## src/rtl/arb_pkg.sv

```systemverilog
// Shared types and helpers for the request arbiter.
// Holds the FSM state encoding, mode constants and index wrap helper.
package arb_pkg;

  typedef enum logic {
    ARB_IDLE = 1'b0,
    ARB_BUSY = 1'b1
  } arb_state_e;

  localparam logic ARB_FIXED = 1'b0;
  localparam logic ARB_RR    = 1'b1;

  // k is always below 2*n here, so one subtraction wraps it
  function automatic int arb_wrap(input int k, input int n);
    return (k >= n) ? (k - n) : k;
  endfunction

endpackage

```

## src/rtl/prio_pick.sv

```systemverilog
// Combinational N-way picker: fixed (highest index) or
// round-robin (rotate by ptr, lowest set bit, rotate back).
module prio_pick
  import arb_pkg::*;
#(
  parameter int N = 4,
  parameter int W = $clog2(N)
) (
  input  logic [N-1:0] cand,
  input  logic [W-1:0] ptr,
  input  logic         mode,
  output logic [N-1:0] win,
  output logic [W-1:0] idx,
  output logic         any
);

  logic [N-1:0] rot;

  always_comb begin
    rot = '0;
    idx = '0;
    any = |cand;
    for (int j = 0; j < N; j++) begin
      rot[j] = cand[arb_wrap(j + int'(ptr), N)];
    end
    if (mode == ARB_FIXED) begin
      for (int i = 0; i < N; i++) begin
        if (cand[i]) idx = W'(i);
      end
    end else begin
      for (int j = N - 1; j >= 0; j--) begin
        if (rot[j]) idx = W'(arb_wrap(j + int'(ptr), N));
      end
    end
    win = any ? ({{(N-1){1'b0}}, 1'b1} << idx) : '0;
  end

endmodule

```

## src/rtl/priority_arbiter_rr.sv

```systemverilog
// Registered N-way arbiter with grant lock, fixed or
// round-robin arbitration, and bubble-free handover.
module priority_arbiter_rr
  import arb_pkg::*;
#(
  parameter int N = 4,
  parameter int W = $clog2(N)
) (
  input  logic         clk,
  input  logic         rst,
  input  logic [N-1:0] req,
  input  logic         mode,
  output logic [N-1:0] gnt,
  output logic [W-1:0] gnt_idx,
  output logic         valid
);

  arb_state_e   state_q, state_d;
  logic [N-1:0] gnt_q, gnt_d;
  logic [W-1:0] idx_q, idx_d;
  logic         valid_q, valid_d;
  logic [W-1:0] ptr_q, ptr_d;

  logic [N-1:0] cand;
  logic [N-1:0] pick_win;
  logic [W-1:0] pick_idx;
  logic         pick_any;
  logic         take;

  // the owner is excluded so a release can regrant on the same edge
  assign cand = req & ~gnt_q;

  prio_pick #(.N(N), .W(W)) u_pick (
    .cand (cand),
    .ptr  (ptr_q),
    .mode (mode),
    .win  (pick_win),
    .idx  (pick_idx),
    .any  (pick_any)
  );

  always_comb begin
    state_d = state_q;
    gnt_d   = gnt_q;
    idx_d   = idx_q;
    valid_d = valid_q;
    ptr_d   = ptr_q;
    take    = 1'b0;
    case (state_q)
      ARB_IDLE: take = |req;
      ARB_BUSY: begin
        if (!req[idx_q]) begin
          if (pick_any) begin
            take = 1'b1;
          end else begin
            state_d = ARB_IDLE;
            gnt_d   = '0;
            idx_d   = '0;
            valid_d = 1'b0;
          end
        end
      end
      default: state_d = ARB_IDLE;
    endcase
    if (take) begin
      state_d = ARB_BUSY;
      gnt_d   = pick_win;
      idx_d   = pick_idx;
      valid_d = 1'b1;
      ptr_d   = (pick_idx == W'(N - 1)) ? '0 : pick_idx + 1'b1;
    end
  end

  always_ff @(posedge clk) begin
    if (rst) begin
      state_q <= ARB_IDLE;
      gnt_q   <= '0;
      idx_q   <= '0;
      valid_q <= 1'b0;
      ptr_q   <= '0;
    end else begin
      state_q <= state_d;
      gnt_q   <= gnt_d;
      idx_q   <= idx_d;
      valid_q <= valid_d;
      ptr_q   <= ptr_d;
    end
  end

  assign gnt     = gnt_q;
  assign gnt_idx = idx_q;
  assign valid   = valid_q;

endmodule

```

## config.mk

```make
export PLATFORM = sky130hd
export DESIGN_NAME = priority_arbiter_rr
export DESIGN_NICKNAME = d
export VERILOG_FILES = /design/src/rtl/arb_pkg.sv /design/src/rtl/prio_pick.sv /design/src/rtl/priority_arbiter_rr.sv
export SDC_FILE = /design/constraint.sdc
export NUM_CORES = 1
export LEC_CHECK = 0
export CAP_MARGIN = 10
export CORE_UTILIZATION = 35
export CTS_CLUSTER_DIAMETER = 80
export DETAILED_ROUTE_END_ITERATION = 6
export PLACE_DENSITY = 0.61
export SKIP_LAST_GASP = 1
export SYNTH_ARGS = -nofsm -noshare
export SYNTH_HDL_FRONTEND = slang
export SYNTH_SLANG_ARGS = --single-unit
export TNS_END_PERCENT = 30
```

## constraint.sdc

```tcl
create_clock -name clk -period 3.9 [get_ports clk]
set_input_delay 0.78 -clock clk [delete_from_list [all_inputs] [get_ports clk]]
set_output_delay 0.78 -clock clk [all_outputs]
set_load 0.02 [all_outputs]
```

==> results summary <==
The synthesized netlist devotes roughly 27% of its cell area to compound gates. The internal power of the cells totals ~0.24 mW. The required time of the worst setup path came out at ~4.0 ns. The boundary pin count is 14. The relative slew slack is 69.0%.

The share of synthesized area occupied by flip-flops and latches is 30.8%. The floorplan step defined a die boundary enclosing 2040 µm². The type of the worst min-delay path is reg2reg. The leakage power is 0.339 nW. The cell count of the worst reg-to-reg path is 7. The number of resized instances in the post-cts repair step came out at 0. The insertion delay to the later sink of the worst-skew pair is between 0.2 and 0.3 ns. The row count is 15. The area of the core came out at 1730 µm².

The clock passes through at most 2 buffers. The worst setup path is of the in2reg kind. After the last flow step, the layout net total stands at 104.

The fraction of power consumed by combinational cells is 37.9%. The maximum number of pins on one net before global-route repair is 13. The worst hold path cell count is 2.

The register area is between 200 and 250 µm². IR analysis of the VDD net gives a maximum drop of around 0.00022 V. The synthesized netlist devotes 25.4% of its cell area to simple gates. After synthesis, the netlist uses 33 different library cells.

The weighted congestion reported at the end of routability-driven placement is 0.843. The number of logic stages on the critical path including buffering came out at 8. The share of total power in sequential cells came out at 37.2%. In this design, the stage delay of the slowest critical-path cell is 0.53 ns. The multi-input combinational cell area came out at 435 µm². By area, the combinational part of the netlist is dominated by compound AO/OA/AOI/OAI gates. The maximum clock skew at final layout is 0.00259 ns. Traced cell by cell, the critical path runs through clkdlybuf4s50_1 -> nand2b_1 -> o21bai_1 -> a32o_1 -> a221o_1 -> ha_1 -> mux2i_1 -> nor2_1. The number of buffers and inverters on the critical path is 1. The number of antenna violations at the first check in global routing was 0. The overall track demand over capacity in global routing is 16.2%. The area of placed instances came out at 808 µm². The total negative slack came out at 0 ns. The residual antenna-violating net count after detailed routing came out at 0. The shortest period the worst path allows is 2.64 ns. The Yosys warning count is 0. The synthesized area per cell came out at 8.56 µm².

The remaining global-route overflow is 0. The via count of the first global-routing pass came out at 537. The violation count after the first detailed-routing iteration came out at 13. The critical path capture point type is a flip-flop.

The sum of net half-perimeters after detailed placement came out at approximately 1200 µm. The routed via count divided by cell count is around 5.3. Dividing the detail-routed wire length by the instance count gives 12.3 µm. The library cell used most frequently in the layout, excluding fill and tap cells, is sky130_fd_sc_hd__clkdlybuf4s50_1. The share of post-route cells with drive strength above 1 came out at a little under an eighth.

The number of fill cells in the layout came out at about 190. The post-synthesis share of cell area spent on full adders, half adders and majority gates came out at 7.69%. Net switching is approximately a third of the power. The CTS H-tree depth is 1.

The max-slew violation count is 0. The finished cells cover 845 µm². The critical path data arrival time is 2.78 ns. Max-cap violations in this run came to 0. The startpoint identified for the worst hold timing path is valid$_SDFFE_PP0P_. The area growth from synthesis to layout is 29.8%. The number of failing setup endpoints in the final timing report is 0. The CTS buffer count came out at 3. The startpoint of the most critical register-to-register path is gnt[1]$_SDFFE_PP0P_. The number of buffers added to fix hold violations after cts came out at 0. Counting every sink on the clock net gives 10.

The run finished with clean final reports. In this run the worst path has a maximum fanout of 6. For this design the total switching power over the nets is 0.124 mW. The first global-routing pass estimated 2370 µm of wire. The number of endpoints with negative hold slack in the final report is 0. The count of buffers added by post-CTS timing repair for setup came out at 0.

The antenna diode count is 0. In the layout the commonest cells are sky130_fd_sc_hd__clkdlybuf4s50_1, sky130_fd_sc_hd__a21oi_1, sky130_fd_sc_hd__dfxtp_1, sky130_fd_sc_hd__nor2_1, sky130_fd_sc_hd__nand2_1. The slowest stage of the critical path is the sky130_fd_sc_hd__clkdlybuf4s50_1 cell. The highest clock frequency the design can meet came out at 378 MHz. The reg-to-reg setup timing slack is 1.95 ns.

The number of buffer cells added on primary ports came out at 13. TritonCTS built the clock tree. After Yosys synthesis, XOR and XNOR cells account for 0% of the synthesized area. The post-synthesis mux area share is 6.73%. The number of optimization iterations in the first detailed-route pass is 4. The areal power density over the cells came out at between 400 and 500 nW/µm². The final critical path takes up 67.8% of the cycle. The slew at the pin closest to its max-slew limit is 0.462 ns. The wire length after detailed routing came out at 1440 µm. The count of vias placed by the detailed router is 624.

The cell area after technology mapping is about 650 µm². The share of total power in the clock network is 24.9%. The clock-pin slew reported for the worst setup and hold paths after clock tree synthesis came out at 0.07 ns. Measured along the x axis, the die boundary spans 45.1 µm. STA classifies the critical path startpoint as an input pin. After detailed routing, the number of remaining DRC violations is 0. The endpoint of the worst hold-timing path is valid$_SDFFE_PP0P_. The initial utilization of the core area, before any placement, comes to 37.7%. The die is 45.1 µm tall. The family of cells with the greatest summed delay on the critical path is compound AO/OA/AOI/OAI gates. Setup repair after global routing left no endpoint under its margin. The net count of the mapped netlist came out at a little under 90. The critical register-to-register path endpoint is ptr_q[1]$_SDFFE_PP0P_. The number of cells produced by synthesis is 76. Clock tree synthesis selected as its root buffer the cell sky130_fd_sc_hd__clkbuf_4. The flip-flop and latch count after synthesis came out at 10.
synth_stat cells:
master / instances / share of area [%]
sky130_fd_sc_hd__or4_4: 1 / 1.7
sky130_fd_sc_hd__nand2_1: 6 / 3.5
sky130_fd_sc_hd__o21ai_1: 1 / 0.77
sky130_fd_sc_hd__a21oi_1: 10 / 7.7
sky130_fd_sc_hd__nor2_4: 1 / 1.7
sky130_fd_sc_hd__inv_1: 3 / 1.7
sky130_fd_sc_hd__o21bai_1: 1 / 1.2
sky130_fd_sc_hd__or3_1: 1 / 0.96
sky130_fd_sc_hd__nand3_1: 5 / 3.8
sky130_fd_sc_hd__nand2b_4: 1 / 2.1
sky130_fd_sc_hd__nor3b_1: 1 / 1.2
sky130_fd_sc_hd__nor2_1: 6 / 3.5
sky130_fd_sc_hd__a221oi_1: 1 / 1.3
sky130_fd_sc_hd__clkbuf_1: 1 / 0.58
sky130_fd_sc_hd__dfxtp_1: 10 / 31
sky130_fd_sc_hd__o21a_1: 1 / 1.2
sky130_fd_sc_hd__mux4_2: 1 / 3.5
sky130_fd_sc_hd__mux2_2: 1 / 1.7
sky130_fd_sc_hd__o31ai_2: 1 / 1.9
sky130_fd_sc_hd__and2b_1: 1 / 1.2
sky130_fd_sc_hd__a32o_1: 1 / 1.5
sky130_fd_sc_hd__ha_1: 4 / 7.7
sky130_fd_sc_hd__a21o_1: 1 / 1.2
sky130_fd_sc_hd__a22oi_1: 1 / 1.2
sky130_fd_sc_hd__and2_1: 1 / 0.96
sky130_fd_sc_hd__nor2b_1: 2 / 1.9
sky130_fd_sc_hd__o21ai_0: 3 / 2.3
sky130_fd_sc_hd__a221o_1: 1 / 1.5
sky130_fd_sc_hd__a31oi_1: 1 / 0.96
sky130_fd_sc_hd__o21ai_2: 1 / 1.3
sky130_fd_sc_hd__mux2i_1: 1 / 1.5
sky130_fd_sc_hd__a41o_1: 2 / 3.1
sky130_fd_sc_hd__nand2b_1: 3 / 2.9
worst min-delay path, cell delays in order (launching register included):
cell and delay [ns]:
sky130_fd_sc_hd__dfxtp_1 0.31, sky130_fd_sc_hd__nand2_1 0.05, sky130_fd_sc_hd__a21oi_1 0.05
state kept, by name, indices dropped and copies added (netlist names):
register,count
gnt,4
gnt_idx,2
valid,1
ptr_q,2
state_q,1
layer usage:
| metal | track usage [%] | vias up | share of wire, % |
|---|---|---|---|
| li1 | - | 315 | - |
| met3 | 2.80 | 4 | 5.1 |
| met1 | 23.5 | 288 | 47 |
| met5 | 0 | - | 0 |
| met4 | 7.27 | 0 | 1.6 |
| met2 | 23.2 | 17 | 46 |
through the flow:
stage | worst slack, ns | utilization [%] | power, mW | hold WS, ns | cells
floorplan | 1.73 | - | 0.226 | 0.526 | 76
global placement | 1.02 | 46.8 | 0.275 | 0.447 | 113
detailed placement | 0.986 | 46.8 | 0.276 | 0.455 | 113
CTS | 1.26 | 48.9 | 0.367 | 0.464 | 117
global route | 1.13 | 48.9 | 0.391 | 0.498 | 117
finish | 1.26 | 48.9 | 0.364 | 0.466 | 117
how the worst max path moves through the flow:
stage / from / endpoint / slack [ns]
5_1_grt: req[1] / ptr_q[1]$_SDFFE_PP0P_ / 1.13
3_5_place_dp: req[1] / ptr_q[1]$_SDFFE_PP0P_ / 0.99
2_1_floorplan: req[3] / ptr_q[1]$_SDFFE_PP0P_ / 1.73
4_1_cts: req[1] / ptr_q[1]$_SDFFE_PP0P_ / 1.26
6_report: req[1] / ptr_q[1]$_SDFFE_PP0P_ / 1.26
3_3_place_gp: req[1] / ptr_q[1]$_SDFFE_PP0P_ / 1.02
cells by family (layout without fill, tap and decap cells):
logic type	Yosys count	after routing
AOI/OAI and AO/OA	26	26
muxes	3	3
buffers and inverters	4	20
DFF	10	10
and+or+nand+nor	29	29
adders and majority gates	4	4
area by class of cell:
| type | instances | share of cell area [%] |
|---|---|---|
| Clock buffer | 4 | 4.30 |
| Inverter | 3 | 1.33 |
| Multi-Input combinational cell | 62 | 51.6 |
| Sequential cell | 10 | 23.7 |
| Tap cell | 25 | 3.70 |
| Timing Repair Buffer | 13 | 15.4 |
power groups by stage:
stage	clock, mW	combinational, mW	sequential [mW]
floorplan	0	0.0810	0.145
global placement	0	0.137	0.138
detailed placement	0	0.138	0.138
CTS	0.0931	0.139	0.135
global route	0.100	0.153	0.138
finish	0.0907	0.138	0.135
(Power assumes the default switching activity.)
